## config.mk

```make
export PLATFORM = sky130hd
export DESIGN_NAME = hazard_fwd_unit
export DESIGN_NICKNAME = d
export VERILOG_FILES = /design/src/rtl/hazard_fwd_unit_pkg.sv /design/src/rtl/hazard_sb.sv /design/src/rtl/hazard_fwd_unit.sv
export SDC_FILE = /design/constraint.sdc
export NUM_CORES = 1
export LEC_CHECK = 0
export ABC_AREA = 1
export CAP_MARGIN = 0
export CORE_MARGIN = 2
export CORE_UTILIZATION = 32
export CTS_CLUSTER_DIAMETER = 200
export DETAILED_ROUTE_END_ITERATION = 12
export GPL_TIMING_DRIVEN = 0
export PLACE_DENSITY = 0.61
export SETUP_SLACK_MARGIN = 0.5
export SYNTH_ARGS = -nofsm -noshare
export SYNTH_HDL_FRONTEND = slang
export SYNTH_SLANG_ARGS = --single-unit
```

## constraint.sdc

```tcl
create_clock -name clk -period 3.4 [get_ports clk]
set_input_delay 0.68 -clock clk [delete_from_list [all_inputs] [get_ports clk]]
set_output_delay 0.68 -clock clk [all_outputs]
set_load 0.1 [all_outputs]
```

## src/rtl/hazard_fwd_unit_pkg.sv

```systemverilog
// Shared pipeline definitions: ALU/bus/writeback encodings plus hazard scoreboard types.
package hazard_fwd_unit_pkg;

  typedef enum logic [3:0] {
    ALU_ADD, ALU_SUB, ALU_AND, ALU_OR, ALU_XOR,
    ALU_SLL, ALU_SRL, ALU_SRA, ALU_SLT, ALU_SLTU
  } alu_op_e;

  typedef enum logic [1:0] {BUS_IDLE, BUS_READ, BUS_WRITE} bus_op_e;

  typedef enum logic [1:0] {WB_NONE, WB_ALU, WB_MEM, WB_PC4} wb_sel_e;

  // Scoreboard rd field is sized for the widest supported register index.
  localparam int SB_RD_MAX = 8;

  // Forward-select value meaning "take the operand from the register file".
  localparam int FWD_RF = 0;

  typedef struct packed {
    logic                 vld;
    logic [SB_RD_MAX-1:0] rd;
    logic                 load;
  } sb_entry_t;

  typedef enum logic [1:0] {
    CTL_RUN, CTL_MEM_WAIT, CTL_FLUSH, CTL_LOAD_USE
  } ctl_mode_e;

endpackage

```

## src/rtl/hazard_sb.sv

```systemverilog
// Destination scoreboard: entry 1 mirrors ID/EX, entry k mirrors stage k.
// Shifts one place on every pipeline advance, frozen otherwise.
module hazard_sb
  import hazard_fwd_unit_pkg::*;
#(
  parameter int DEPTH = 3,
  parameter int REG_W = 5
) (
  input  logic                  clk,
  input  logic                  rst,
  input  logic                  adv_i,
  input  sb_entry_t             ent_i,
  output sb_entry_t [DEPTH:1]   ent_o
);

  localparam logic [SB_RD_MAX-1:0] RD_MASK = SB_RD_MAX'((1 << REG_W) - 1);

  sb_entry_t [DEPTH:1] ent_q;
  sb_entry_t [DEPTH:1] ent_d;

  always_comb begin
    ent_d = ent_q;
    if (adv_i) begin
      ent_d[1]      = ent_i;
      ent_d[1].rd   = ent_i.rd & RD_MASK;
      for (int k = 2; k <= DEPTH; k++) begin
        ent_d[k] = ent_q[k-1];
      end
    end
  end

  always_ff @(posedge clk or posedge rst) begin
    if (rst) begin
      ent_q <= '0;
    end else begin
      ent_q <= ent_d;
    end
  end

  assign ent_o = ent_q;

endmodule

```

## src/rtl/hazard_fwd_unit.sv

```systemverilog
// Hazard detection and operand-forwarding control for an in-order pipeline.
// Forward selects and stall/flush controls are combinational from the scoreboard.
module hazard_fwd_unit
  import hazard_fwd_unit_pkg::*;
#(
  parameter int XLEN  = 32,
  parameter int REG_W = 5,
  parameter int DEPTH = 3
) (
  input  logic                       clk,
  input  logic                       rst,
  input  logic                       id_vld,
  input  logic [REG_W-1:0]           id_rs1,
  input  logic [REG_W-1:0]           id_rs2,
  input  logic                       id_rs1_used,
  input  logic                       id_rs2_used,
  input  logic [REG_W-1:0]           id_rd,
  input  logic                       id_wr,
  input  logic                       id_load,
  input  logic                       mem_ready,
  input  logic                       flush_req,
  output logic                       flush_ack,
  output logic                       stall_if,
  output logic                       stall_id,
  output logic                       kill_if_id,
  output logic                       bubble_ex,
  output logic                       pipe_adv,
  output logic [$clog2(DEPTH+1)-1:0] fwd_rs1,
  output logic [$clog2(DEPTH+1)-1:0] fwd_rs2,
  output logic [XLEN-1:0]            stall_cnt
);

  localparam int FW = $clog2(DEPTH + 1);

  sb_entry_t [DEPTH:1]  ent;
  sb_entry_t            ent_new;
  logic [SB_RD_MAX-1:0] rs1_x;
  logic [SB_RD_MAX-1:0] rs2_x;
  logic [DEPTH:1]       m1;
  logic [DEPTH:1]       m2;
  logic                 load_use;
  ctl_mode_e            mode;
  logic [XLEN-1:0]      stall_cnt_q;
  logic [XLEN-1:0]      stall_cnt_d;

  assign rs1_x = SB_RD_MAX'(id_rs1);
  assign rs2_x = SB_RD_MAX'(id_rs2);

  assign ent_new.vld  = id_vld & id_wr & ~bubble_ex;
  assign ent_new.rd   = SB_RD_MAX'(id_rd);
  assign ent_new.load = id_load;

  hazard_sb #(
    .DEPTH (DEPTH),
    .REG_W (REG_W)
  ) u_sb (
    .clk   (clk),
    .rst   (rst),
    .adv_i (pipe_adv),
    .ent_i (ent_new),
    .ent_o (ent)
  );

  // x0 is hardwired, so a zero index never produces a hazard.
  always_comb begin
    m1 = '0;
    m2 = '0;
    for (int k = 1; k <= DEPTH; k++) begin
      m1[k] = ent[k].vld && id_rs1_used && (rs1_x != '0) && (ent[k].rd == rs1_x);
      m2[k] = ent[k].vld && id_rs2_used && (rs2_x != '0) && (ent[k].rd == rs2_x);
    end
  end

  assign load_use = id_vld && ent[1].load && (m1[1] || m2[1]);

  // Scanning oldest to youngest lets the youngest match overwrite the choice.
  always_comb begin
    fwd_rs1 = FW'(FWD_RF);
    fwd_rs2 = FW'(FWD_RF);
    for (int k = DEPTH; k >= 1; k--) begin
      if (m1[k] && !(k == 1 && ent[1].load)) fwd_rs1 = FW'(k);
      if (m2[k] && !(k == 1 && ent[1].load)) fwd_rs2 = FW'(k);
    end
    if (rst) begin
      fwd_rs1 = FW'(FWD_RF);
      fwd_rs2 = FW'(FWD_RF);
    end
  end

  always_comb begin
    mode = CTL_RUN;
    if (rst)             mode = CTL_RUN;
    else if (!mem_ready) mode = CTL_MEM_WAIT;
    else if (flush_req)  mode = CTL_FLUSH;
    else if (load_use)   mode = CTL_LOAD_USE;
  end

  always_comb begin
    pipe_adv   = 1'b1;
    stall_if   = 1'b0;
    stall_id   = 1'b0;
    kill_if_id = 1'b0;
    bubble_ex  = 1'b0;
    flush_ack  = 1'b0;
    unique case (mode)
      CTL_MEM_WAIT: begin
        pipe_adv = 1'b0;
        stall_if = 1'b1;
        stall_id = 1'b1;
      end
      CTL_FLUSH: begin
        flush_ack  = 1'b1;
        kill_if_id = 1'b1;
        bubble_ex  = 1'b1;
      end
      CTL_LOAD_USE: begin
        stall_if  = 1'b1;
        stall_id  = 1'b1;
        bubble_ex = 1'b1;
      end
      default: ;
    endcase
  end

  assign stall_cnt_d = (stall_id && !(&stall_cnt_q)) ? stall_cnt_q + XLEN'(1) : stall_cnt_q;

  always_ff @(posedge clk or posedge rst) begin
    if (rst) begin
      stall_cnt_q <= '0;
    end else begin
      stall_cnt_q <= stall_cnt_d;
    end
  end

  assign stall_cnt = stall_cnt_q;

endmodule

```

==> results of run 1 <==
==> flip-flops by register name, indices dropped and copies added, names as in the netlist <==
signal      flops
stall_cnt      32
u_sb.ent_o     19
==> synth_stat cells (all sizes together) <==
master / n / area share
a211oi: 1 / 0.0022
a21oi: 13 / 0.019
buf: 8 / 0.019
clkbuf: 6 / 0.0066
clkinv: 1 / 0.0011
dfrtp: 51 / 0.37
ha: 1 / 0.0037
inv: 45 / 0.050
nand2: 213 / 0.24
nand3: 49 / 0.073
nand3b: 1 / 0.0022
nand4: 5 / 0.0092
nor2: 48 / 0.056
nor3: 12 / 0.019
nor3b: 4 / 0.0088
o2111ai: 1 / 0.0026
o211ai: 1 / 0.0022
o21ai: 20 / 0.029
o22ai: 6 / 0.011
or2: 1 / 0.0018
xnor2: 9 / 0.023
xor2: 19 / 0.049
==> timing repair <==
item                                   CTS  global route
setup endpoints to repair               10            10
buffers inserted                         3             9
cloned                                   2             0
endpoints found under the hold margin    0             0
resized for setup                      101            31
pin swaps                                2            10
==> cell families after synthesis <==
kind of cell	Yosys count
AND/OR/NAND/NOR	333
buffers and inverters	60
AO/OA/AOI/OAI	42
XOR/XNOR	28
flip-flops	51
adder cells (fa/ha/maj)	1
==> through the flow <==
| step | hold WS [ps] | utilization |
|---|---|---|
| 2_1_floorplan | 453 | - |
| 3_3_place_gp | 476 | 0.415 |
| 3_5_place_dp | 480 | 0.415 |
| 4_1_cts | 502 | 0.429 |
| 5_1_grt | 514 | 0.434 |
| 6_report | 495 | 0.434 |
==> path summary, 6_finish.rpt <==
path / slack (ps) / endpoint / cells past startpoint / from
setup / recovery: 560 / kill_if_id / 13 / id_rs1_used
hold / removal: 500 / u_sb.ent_o[12]$_DFFE_PP0P_ / 2 / u_sb.ent_o[12]$_DFFE_PP0P_
setup reg to reg: 1310 / stall_cnt[27]$_DFFE_PP0P_ / 9 / stall_cnt[0]$_DFFE_PP0P_
hold reg to reg: 500 / u_sb.ent_o[12]$_DFFE_PP0P_ / 2 / u_sb.ent_o[12]$_DFFE_PP0P_
max in group asynchronous: 2240 / u_sb.ent_o[11]$_DFFE_PP0P_ / 2 / rst
min in group asynchronous: 760 / u_sb.ent_o[25]$_DFFE_PP0P_ / 3 / rst
==> worst max-delay path, delay by kind of cell <==
| family | cells | cell delay [ps] |
|---|---|---|
| buf+inv | 3 | 530 |
| simple gates | 9 | 830 |
| compound gates | 1 | 110 |
==> final cells by class <==
type | count | share of cell area
inverter | 46 | 0.0404
clock buffer | 7 | 0.0170
sequential | 51 | 0.285
multi-input combinational | 404 | 0.436
timing repair buffer | 77 | 0.158
timing repair inverter | 2 | 0.00279
buffer | 14 | 0.0226
clock inverter | 1 | 0.00112
tap | 136 | 0.0379
==> power by group through the flow <==
stage	registers (W)	clock network [W]	logic, W
detailed placement	0.000723	0	0.000470
finish	0.000711	0.000349	0.000485
CTS	0.000711	0.000370	0.000479
floorplan	0.000861	0	0.000187
global route	0.000721	0.000393	0.000523
global placement	0.000722	0	0.000467
==> layer usage <==
layer  GRT usage  routed length [um]
met2       0.284                4660
met1       0.281                5200
met5           0                   0
met3      0.0261                 506
met4      0.0408                  87
==> run_results.csv, run 1 <==
group,metric,value,unit
route,drt_iter0_drc,218,
place,gp_congestion,0.895,
power_and_ir_drop,power_frac_comb,0.314,
synth,synth_compound_area_frac,0.0664,
timing,min_period,2840,ps
floorplan,dieWidth,107,um
place,dp_hpwl,7860,um
global_route,grt_use_total,0.187,
timing,max_freq,352,MHz
cells_and_area,multi_input_area,1950,um^2
synth,ys_ff_latch,51,
cells_and_area,layout_commonest_cell,"nand2_1",
timing,fin_ws,559,ps
critical_path,cp_slowest_cell,"dlygate4sd2_1",
clock_network,cts_hold_buf,0,
synth,yosysUniqueCellTypes,30,
global_route,grt_pass1_vias,3276,
critical_path,critPathKind,"primary input to primary output",
cells_and_area,final_cell_area,4490,um^2
power_and_ir_drop,p_sw,0.000609,W
power_and_ir_drop,p_leak,2.10,nW
route,antenna_left,0,
clock_network,cts_tree,"built",
clock_network,htree_levels,2,
power_and_ir_drop,p_total,0.00154,W
clock_network,clk_latency,310,ps
clock_network,cts-buffers-inserted,5,
cells_and_area,synthToLayoutAreaGrowth,31.6,%
place,place_inst,716,
critical_path,cp-end-kind,"primary output",
place,port_buffers,65,
run,maxCapViolations,0,
synth,yosysWarnings,0,
synth,synth_top_family_by_area,"simple AND/OR/NAND/NOR gates",
global_route,gr-total-overflow,0,
floorplan,initial_core_util,0.330,
floorplan,die_area,11500,um^2
cells_and_area,nets,626,
synth,synth_simple_gate_area_share,0.408,
synth,synthCells,515,
cells_and_area,drive_gt1_frac,0.141,
power_and_ir_drop,switching_share,0.394,
critical_path,crit_required,2720,ps
clock_network,root_buffer,"clkbuf_8",
synth,synthAdderAreaFrac,0.00367,
cells_and_area,stdcell_count,738,
clock_network,clk_pin_slew,80,ps
timing,slew_headroom,0.347,
power_and_ir_drop,p_int,0.000935,W
timing,finalCritPeriodShare,0.836,
hold_path,hold_class,"register to register",
route,wire_per_inst,14.2,um
route,drt-pass1-iter-count,5,
global_route,grt_max_degree,28,
timing,finClkSkew,9.28,ps
place,place_ws,-1400,ps
critical_path,cp_max_fo,3,
synth,synth_mux_area_frac,0,
route,drt-total-wl,10500,um
synth,avgSynthCellArea,6.62,um^2
cells_and_area,diodes,0,
clock_network,clockBufferDepth,2,
synth,synthXorXnorAreaFrac,0.0719,
timing,setup_viol,0,
global_route,grt_pass1_wl,16900,um
place,dpl-instance-area,4280,um^2
status,status,"finished clean",
power_and_ir_drop,clkPwrFrac,0.226,
timing,rsz0062_at_grt,"false",
critical_path,startpoint_type,"primary input",
critical_path,max_stage_delay,260,ps
floorplan,core,10300,um^2
timing,fin_tns_setup,0,ps
cells_and_area,regArea,1280,um^2
floorplan,die-height,107,um
cells_and_area,fillers,1098,
timing,hold_violations,0,
critical_path,arrival,2160,ps
clock_network,clock_sinks,51,
timing,tightestPinTransition,976,ps
timing,slew_viol_final,0,
synth,syn-cell-area,3410,um^2
route,vias_per_cell,4.85,
cells_and_area,layout_common_cells,"nand2_1, dfrtp_1, nand3_1, clkdlybuf4s50_1, nor2_1",
power_and_ir_drop,p_per_area,344,nW/um^2
power_and_ir_drop,power_frac_seq,0.460,
synth,synth_nets,540,
floorplan,pin_count,66,
route,vias,3577,
global_route,antenna_found_initial,0,
floorplan,num_rows,37,
critical_path,path_cells,"dlygate4sd2_1, nand2_1, a21oi_1, nand2_1, nor2_2, nand2_1, nand2_2, nand2_2, nand2_2, nand3_4, nor2_4, buf_6, buf_12",
synth,yosysSeqAreaShare,0.374,
route,drc,0,
power_and_ir_drop,irDropWorstVdd,0.000319,V
(Power assumes the default switching activity.)
==> run 2, diff against run 1 <==
--- a/config.mk
+++ b/config.mk
@@ -12,7 +12,7 @@
 export CTS_CLUSTER_DIAMETER = 200
 export DETAILED_ROUTE_END_ITERATION = 12
 export GPL_TIMING_DRIVEN = 0
-export PLACE_DENSITY = 0.61
+export PLACE_DENSITY = 0.63
 export SETUP_SLACK_MARGIN = 0.5
 export SYNTH_ARGS = -nofsm -noshare
 export SYNTH_HDL_FRONTEND = slang
==> constraint.sdc (replaced) <==
create_clock -name clk -period 2.38 [get_ports clk]
set_input_delay 0.476 -clock clk [delete_from_list [all_inputs] [get_ports clk]]
set_output_delay 0.476 -clock clk [all_outputs]
set_load 0.1 [all_outputs]
==> run 2 against run 1 <==
Against the previous run: the flow now finishes with violations (negative setup slack); sequential share of layout area decreased by 2.7 points; sequential cell count unchanged; clock skew decreased by 2.6 ps; setup slack got worse by 660 ps; final area increased by 15%; utilization increased by 6.4 points; non-clock buffer count increased by 14; clock power increased by 52%; die area unchanged; sequential power increased by 48%; critical endpoint unchanged; largest power group unchanged.
==> run_results.csv, run 2 (same netlist as run 1, synthesis figures left out) <==
group,metric,value,unit
cells_and_area,fin_util,0.499,
status,status,"finished, violations left",
floorplan,pin_count,66,
critical_path,critPathCapture,"kill_if_id",
critical_path,reg2reg_slack,500,ps
critical_path,cp-end-kind,"primary output",
clock_network,root_buffer,"clkbuf_8",
timing,slew_viol_final,0,
global_route,grt_pass1_vias,3671,
clock_network,cts_tree,"built",
route,vias,3723,
critical_path,r2r-end,"stall_cnt[15]$_DFFE_PP0P_",
power_and_ir_drop,p_sw,0.000951,W
timing,slew_headroom,0.569,
clock_network,cts_hold_buf,0,
cells_and_area,synthToLayoutAreaGrowth,51.1,%
route,drt_iter0_drc,116,
critical_path,crit_required,1900,ps
power_and_ir_drop,clkPwrFrac,0.224,
clock_network,clk_latency,310,ps
global_route,gr-total-overflow,0,
clock_network,htree_levels,2,
global_route,grt_pass1_wl,17900,um
timing,fin_ws,-100,ps
critical_path,reg2reg_from,"u_sb.ent_o[9]$_DFFE_PP0P_",
power_and_ir_drop,p_leak,2.26,nW
cells_and_area,layout_commonest_cell,"nand2_1",
timing,max_freq,403,MHz
floorplan,initial_core_util,0.330,
cells_and_area,largest_reg_flops,32,
floorplan,core,10300,um^2
power_and_ir_drop,p_per_area,460,nW/um^2
clock_network,cts-buffers-inserted,5,
cells_and_area,nets,640,
global_route,grt_use_total,0.196,
global_route,antenna_found_initial,0,
timing,tightestPinTransition,643,ps
timing,finClkSkew,6.69,ps
cells_and_area,fillers,1029,
hold_path,hold_class,"primary input to async pin",
timing,setup_viol,3,
power_and_ir_drop,p_total,0.00237,W
critical_path,reg2regPathDepth,13,
cells_and_area,layout_common_cells,"nand2_1, nand2_2, nand3_1, nor2_1, clkdlybuf4s15_2",
route,drt-pass1-iter-count,4,
timing,hold_violations,0,
cells_and_area,final_cell_area,5150,um^2
power_and_ir_drop,irDropWorstVdd,0.000226,V
status,failed_checks,"negative setup slack",
route,wire_per_inst,15.0,um
timing,finalCritPeriodShare,1.04,
timing,rsz0062_at_grt,"true",
place,place_ws,-2060,ps
floorplan,die_area,11500,um^2
cells_and_area,diodes,0,
power_and_ir_drop,power_frac_seq,0.443,
route,drc,0,
route,antenna_left,0,
route,drt-total-wl,11300,um
power_and_ir_drop,p_int,0.00142,W
place,dpl-instance-area,4440,um^2
critical_path,startpoint_type,"register",
timing,min_period,2480,ps
clock_network,clock_sinks,51,
place,gp_congestion,0.935,
critical_path,critPathKind,"register to primary output",
timing,fin_tns_setup,-200,ps
critical_path,cp_max_fo,4,
power_and_ir_drop,switching_share,0.402,
cells_and_area,drive_gt1_frac,0.380,
clock_network,clockBufferDepth,2,
critical_path,critPathLaunch,"u_sb.ent_o[9]$_DFFE_PP0P_",
floorplan,dieWidth,107,um
place,port_buffers,65,
place,dp_hpwl,8030,um
critical_path,arrival,2000,ps
floorplan,num_rows,37,
route,vias_per_cell,4.95,
run,maxCapViolations,0,
floorplan,die-height,107,um
global_route,grt_max_degree,28,
power_and_ir_drop,power_frac_comb,0.333,
clock_network,clk_pin_slew,100,ps
-- run 2: changes by cell type in the layout (fill, tap and decap cells not counted), moves of 27 or more --
cell             delta
dfrtp_2            +27
nand2_2            +37
dfrtp_1            -32
clkdlybuf4s50_1    -33
nand2_1            -42
clkdlybuf4s15_2    +33
-- run 2: layer usage --
metal  track usage  part of all wire
met1         0.250              0.43
met2         0.345              0.51
met3        0.0249             0.042
met4        0.0575             0.016
met5             0                 0
-- run 2: stage by stage --
| stage | hold slack, ps | cells |
|---|---|---|
| 2_1_floorplan | 453 | 515 |
| 3_3_place_gp | 471 | 716 |
| 3_5_place_dp | 483 | 716 |
| 4_1_cts | 375 | 739 |
| 5_1_grt | 338 | 752 |
| 6_report | 313 | 752 |
-- run 2: area by class of cell --
class / count / area (um^2) / share of cell area
clock inverter: 3 / 26.3 / 0.00510
timing repair inverter: 2 / 12.5 / 0.00243
sequential: 51 / 1330 / 0.258
buffer: 14 / 155 / 0.0301
inverter: 46 / 189 / 0.0367
tap: 136 / 170 / 0.0330
multi-input combinational: 404 / 2210 / 0.430
clock buffer: 5 / 68.8 / 0.0134
timing repair buffer: 91 / 986 / 0.191
-- run 2: worst min-delay path by stage --
stage	start	endpoint	cells past startpoint
3_5_place_dp	u_sb.ent_o[12]$_DFFE_PP0P_	u_sb.ent_o[12]$_DFFE_PP0P_	2
5_1_grt	rst	u_sb.ent_o[14]$_DFFE_PP0P_	2
2_1_floorplan	u_sb.ent_o[12]$_DFFE_PP0P_	u_sb.ent_o[12]$_DFFE_PP0P_	2
6_report	rst	u_sb.ent_o[19]$_DFFE_PP0P_	2
3_3_place_gp	u_sb.ent_o[12]$_DFFE_PP0P_	u_sb.ent_o[12]$_DFFE_PP0P_	2
4_1_cts	rst	u_sb.ent_o[14]$_DFFE_PP0P_	2
-- run 2: worst max-delay path, cell delays in order (launching register included) --
cell	delay, ps
dfrtp_1	430
nand2_1	100
a21oi_2	130
nand2_2	90
nor2_2	130
nand2_1	70
nand2_2	100
nand3_2	100
nand2_4	100
buf_12	120
nor2_4	40
buf_12	120
buf_12	150
-- run 2: repair_timing --
action	CTS	global route
setup buffers	13	10
endpoints found under the setup margin	97	41
pin swaps	15	20
gates cloned	2	3
gates resized for setup	246	98
-- run 2: power by group through the flow --
stage	registers, W	logic (W)	clock network (W)
final	0.00105	0.000790	0.000530
after global routing	0.00106	0.000844	0.000591
after CTS	0.00104	0.000734	0.000553
after detailed placement	0.00106	0.000691	0
after global placement	0.00106	0.000681	0
after floorplan	0.00125	0.000282	0
==> run 3, diff against run 2 <==
--- a/config.mk
+++ b/config.mk
@@ -7,13 +7,13 @@
 export LEC_CHECK = 0
 export ABC_AREA = 1
 export CAP_MARGIN = 0
+export CORE_ASPECT_RATIO = 0.6
 export CORE_MARGIN = 2
 export CORE_UTILIZATION = 32
 export CTS_CLUSTER_DIAMETER = 200
 export DETAILED_ROUTE_END_ITERATION = 12
-export GPL_TIMING_DRIVEN = 0
 export PLACE_DENSITY = 0.63
-export SETUP_SLACK_MARGIN = 0.5
+export SETUP_SLACK_MARGIN = 0.1
 export SYNTH_ARGS = -nofsm -noshare
 export SYNTH_HDL_FRONTEND = slang
 export SYNTH_SLANG_ARGS = --single-unit
==> run 3 against run 2 <==
Against the previous run: the flow now finishes without violations; utilization down 3.3 points; global-route usage up 1.2 points; register-to-register slack worse by 140 ps; clock skew up 1.8 ps; combinational power down 2%; non-clock buffer count up 6; largest cell class unchanged; first-iteration DRC count up 140%; sequential cell count unchanged.
==> run_results.csv, run 3 (same netlist as run 1, synthesis figures left out) <==
group,metric,value,unit
status,status,"finished clean",
timing,min_period,2370,ps
timing,setup_viol,0,
floorplan,dieWidth,137,um
cells_and_area,layout_common_cells,"nand2_1, buf_4, dfrtp_1, nand3_1, nor2_1",
place,port_buffers,65,
clock_network,clk_pin_slew,70,ps
timing,max_freq,421,MHz
power_and_ir_drop,p_total,0.00262,W
critical_path,path_cells,"nand2_1, a21oi_2, nand2_2, nor2_2, nand2_1, nand2_2, nand2_2, nand2_2, nand3_4, nor2_4, buf_12",
timing,rsz0062_at_grt,"true",
floorplan,pin_count,66,
global_route,grt_pass1_vias,3300,
critical_path,cp-end-kind,"primary output",
timing,fin_ws,6.07,ps
critical_path,crit_top_cell,"nand2_2",
timing,slew_viol_final,0,
timing,whs,530,ps
clock_network,cts_tree,"built",
clock_network,htree_levels,2,
global_route,grt_use_total,0.208,
critical_path,cp_slowest_cell,"dfrtp_2",
cells_and_area,diodes,0,
power_and_ir_drop,p_leak,2.35,nW
route,vias_per_cell,4.86,
cells_and_area,nets,644,
clock_network,cts-buffers-inserted,5,
timing,slew_headroom,0.647,
run,maxCapViolations,0,
timing,finClkSkew,8.48,ps
hold_path,hold_class,"register to register",
global_route,gr-total-overflow,0,
floorplan,die_area,11500,um^2
clock_network,clk_latency,290,ps
global_route,grt_pass1_wl,18400,um
floorplan,initial_core_util,0.325,
place,place_ws,-381,ps
floorplan,num_rows,29,
clock_network,clock_sinks,51,
timing,hold_violations,0,
power_and_ir_drop,p_per_area,537,nW/um^2
place,dp_hpwl,9070,um
clock_network,clockBufferDepth,2,
cells_and_area,largest_reg_flops,32,
cells_and_area,synthToLayoutAreaGrowth,43.2,%
cells_and_area,stdcell_count,759,
critical_path,arrival,1900,ps
critical_path,critPathKind,"register to primary output",
timing,fin_tns_setup,0,ps
critical_path,max_stage_delay,440,ps
place,gp_congestion,1.08,
clock_network,root_buffer,"clkbuf_16",
cells_and_area,drive_gt1_frac,0.279,
floorplan,die-height,84.0,um
route,vias,3692,
clock_network,cts_hold_buf,0,
route,drt_iter0_drc,282,
critical_path,cp_max_fo,4,
route,wire_per_inst,15.4,um
critical_path,startpoint_type,"register",
timing,finalCritPeriodShare,0.997,
global_route,antenna_found_initial,0,
place,place_inst,738,
route,drt-total-wl,11700,um
critical_path,crit_required,1900,ps
route,drt-pass1-iter-count,5,
route,antenna_left,0,
global_route,grt_max_degree,41,
timing,tightestPinTransition,530,ps
cells_and_area,layout_commonest_cell,"nand2_1",
critical_path,reg2reg_slack,360,ps
route,drc,0,
power_and_ir_drop,irDropWorstVdd,0.000555,V
floorplan,core,10500,um^2
run 3: final timing paths:
| check | start | to | depth (start not counted) |
|---|---|---|---|
| min | u_sb.ent_o[12]$_DFFE_PP0P_ | u_sb.ent_o[12]$_DFFE_PP0P_ | 2 |
| max | u_sb.ent_o[9]$_DFFE_PP0P_ | flush_ack | 11 |
| min in group asynchronous | rst | u_sb.ent_o[3]$_DFFE_PP0P_ | 2 |
| max in group asynchronous | rst | u_sb.ent_o[9]$_DFFE_PP0P_ | 3 |
| min reg2reg | u_sb.ent_o[12]$_DFFE_PP0P_ | u_sb.ent_o[12]$_DFFE_PP0P_ | 2 |
| max reg2reg | u_sb.ent_o[9]$_DFFE_PP0P_ | stall_cnt[4]$_DFFE_PP0P_ | 14 |
run 3: power breakdown:
part | internal, W | switching [W] | total (W) | leakage (nW)
registers | 0.000934 | 0.0000951 | 0.00103 | 0.668
logic | 0.000244 | 0.000532 | 0.000776 | 1.61
clock network | 0.000498 | 0.000320 | 0.000818 | 0.0781
total | 0.00168 | 0.000947 | 0.00262 | 2.35
run 3: per-layer routing:
layer / track usage / vias to the layer above / wire length (um)
met5: 0 / - / 0
met4: 0.0366 / 0 / 83
li1: - / 1841 / -
met1: 0.367 / 1722 / 6660
met3: 0.0486 / 9 / 783
met2: 0.238 / 120 / 4160
run 3: layout make-up:
type	count	area, um^2
Timing Repair Buffer	111	986
Clock inverter	1	30.0
Tap cell	139	174
Multi-Input combinational cell	404	2100
Sequential cell	51	1280
Clock buffer	7	133
Fill cell	1053	5600
Inverter	46	176
run 3: per-stage QoR:
stage | utilization | instance area (um^2)
after floorplan | - | 3520
final | 0.466 | 4880
after global routing | 0.466 | 4880
after CTS | 0.454 | 4760
after global placement | 0.430 | 4510
after detailed placement | 0.430 | 4510
run 3: timing repair:
item / 4_1_cts / 5_1_grt
buffers inserted: 5 / 8
hold endpoints to repair: 0 / 0
setup endpoints to repair: 38 / 9
resized for setup: 41 / 47
pin swaps: 11 / 19
run 3: worst max-delay path: cells and delay by family, from the launching register on:
kind	cells	cell delay, ps
DFF	1	440
buffers and inverters	1	190
and+or+nand+nor	9	840
AOI/OAI and AO/OA	1	140
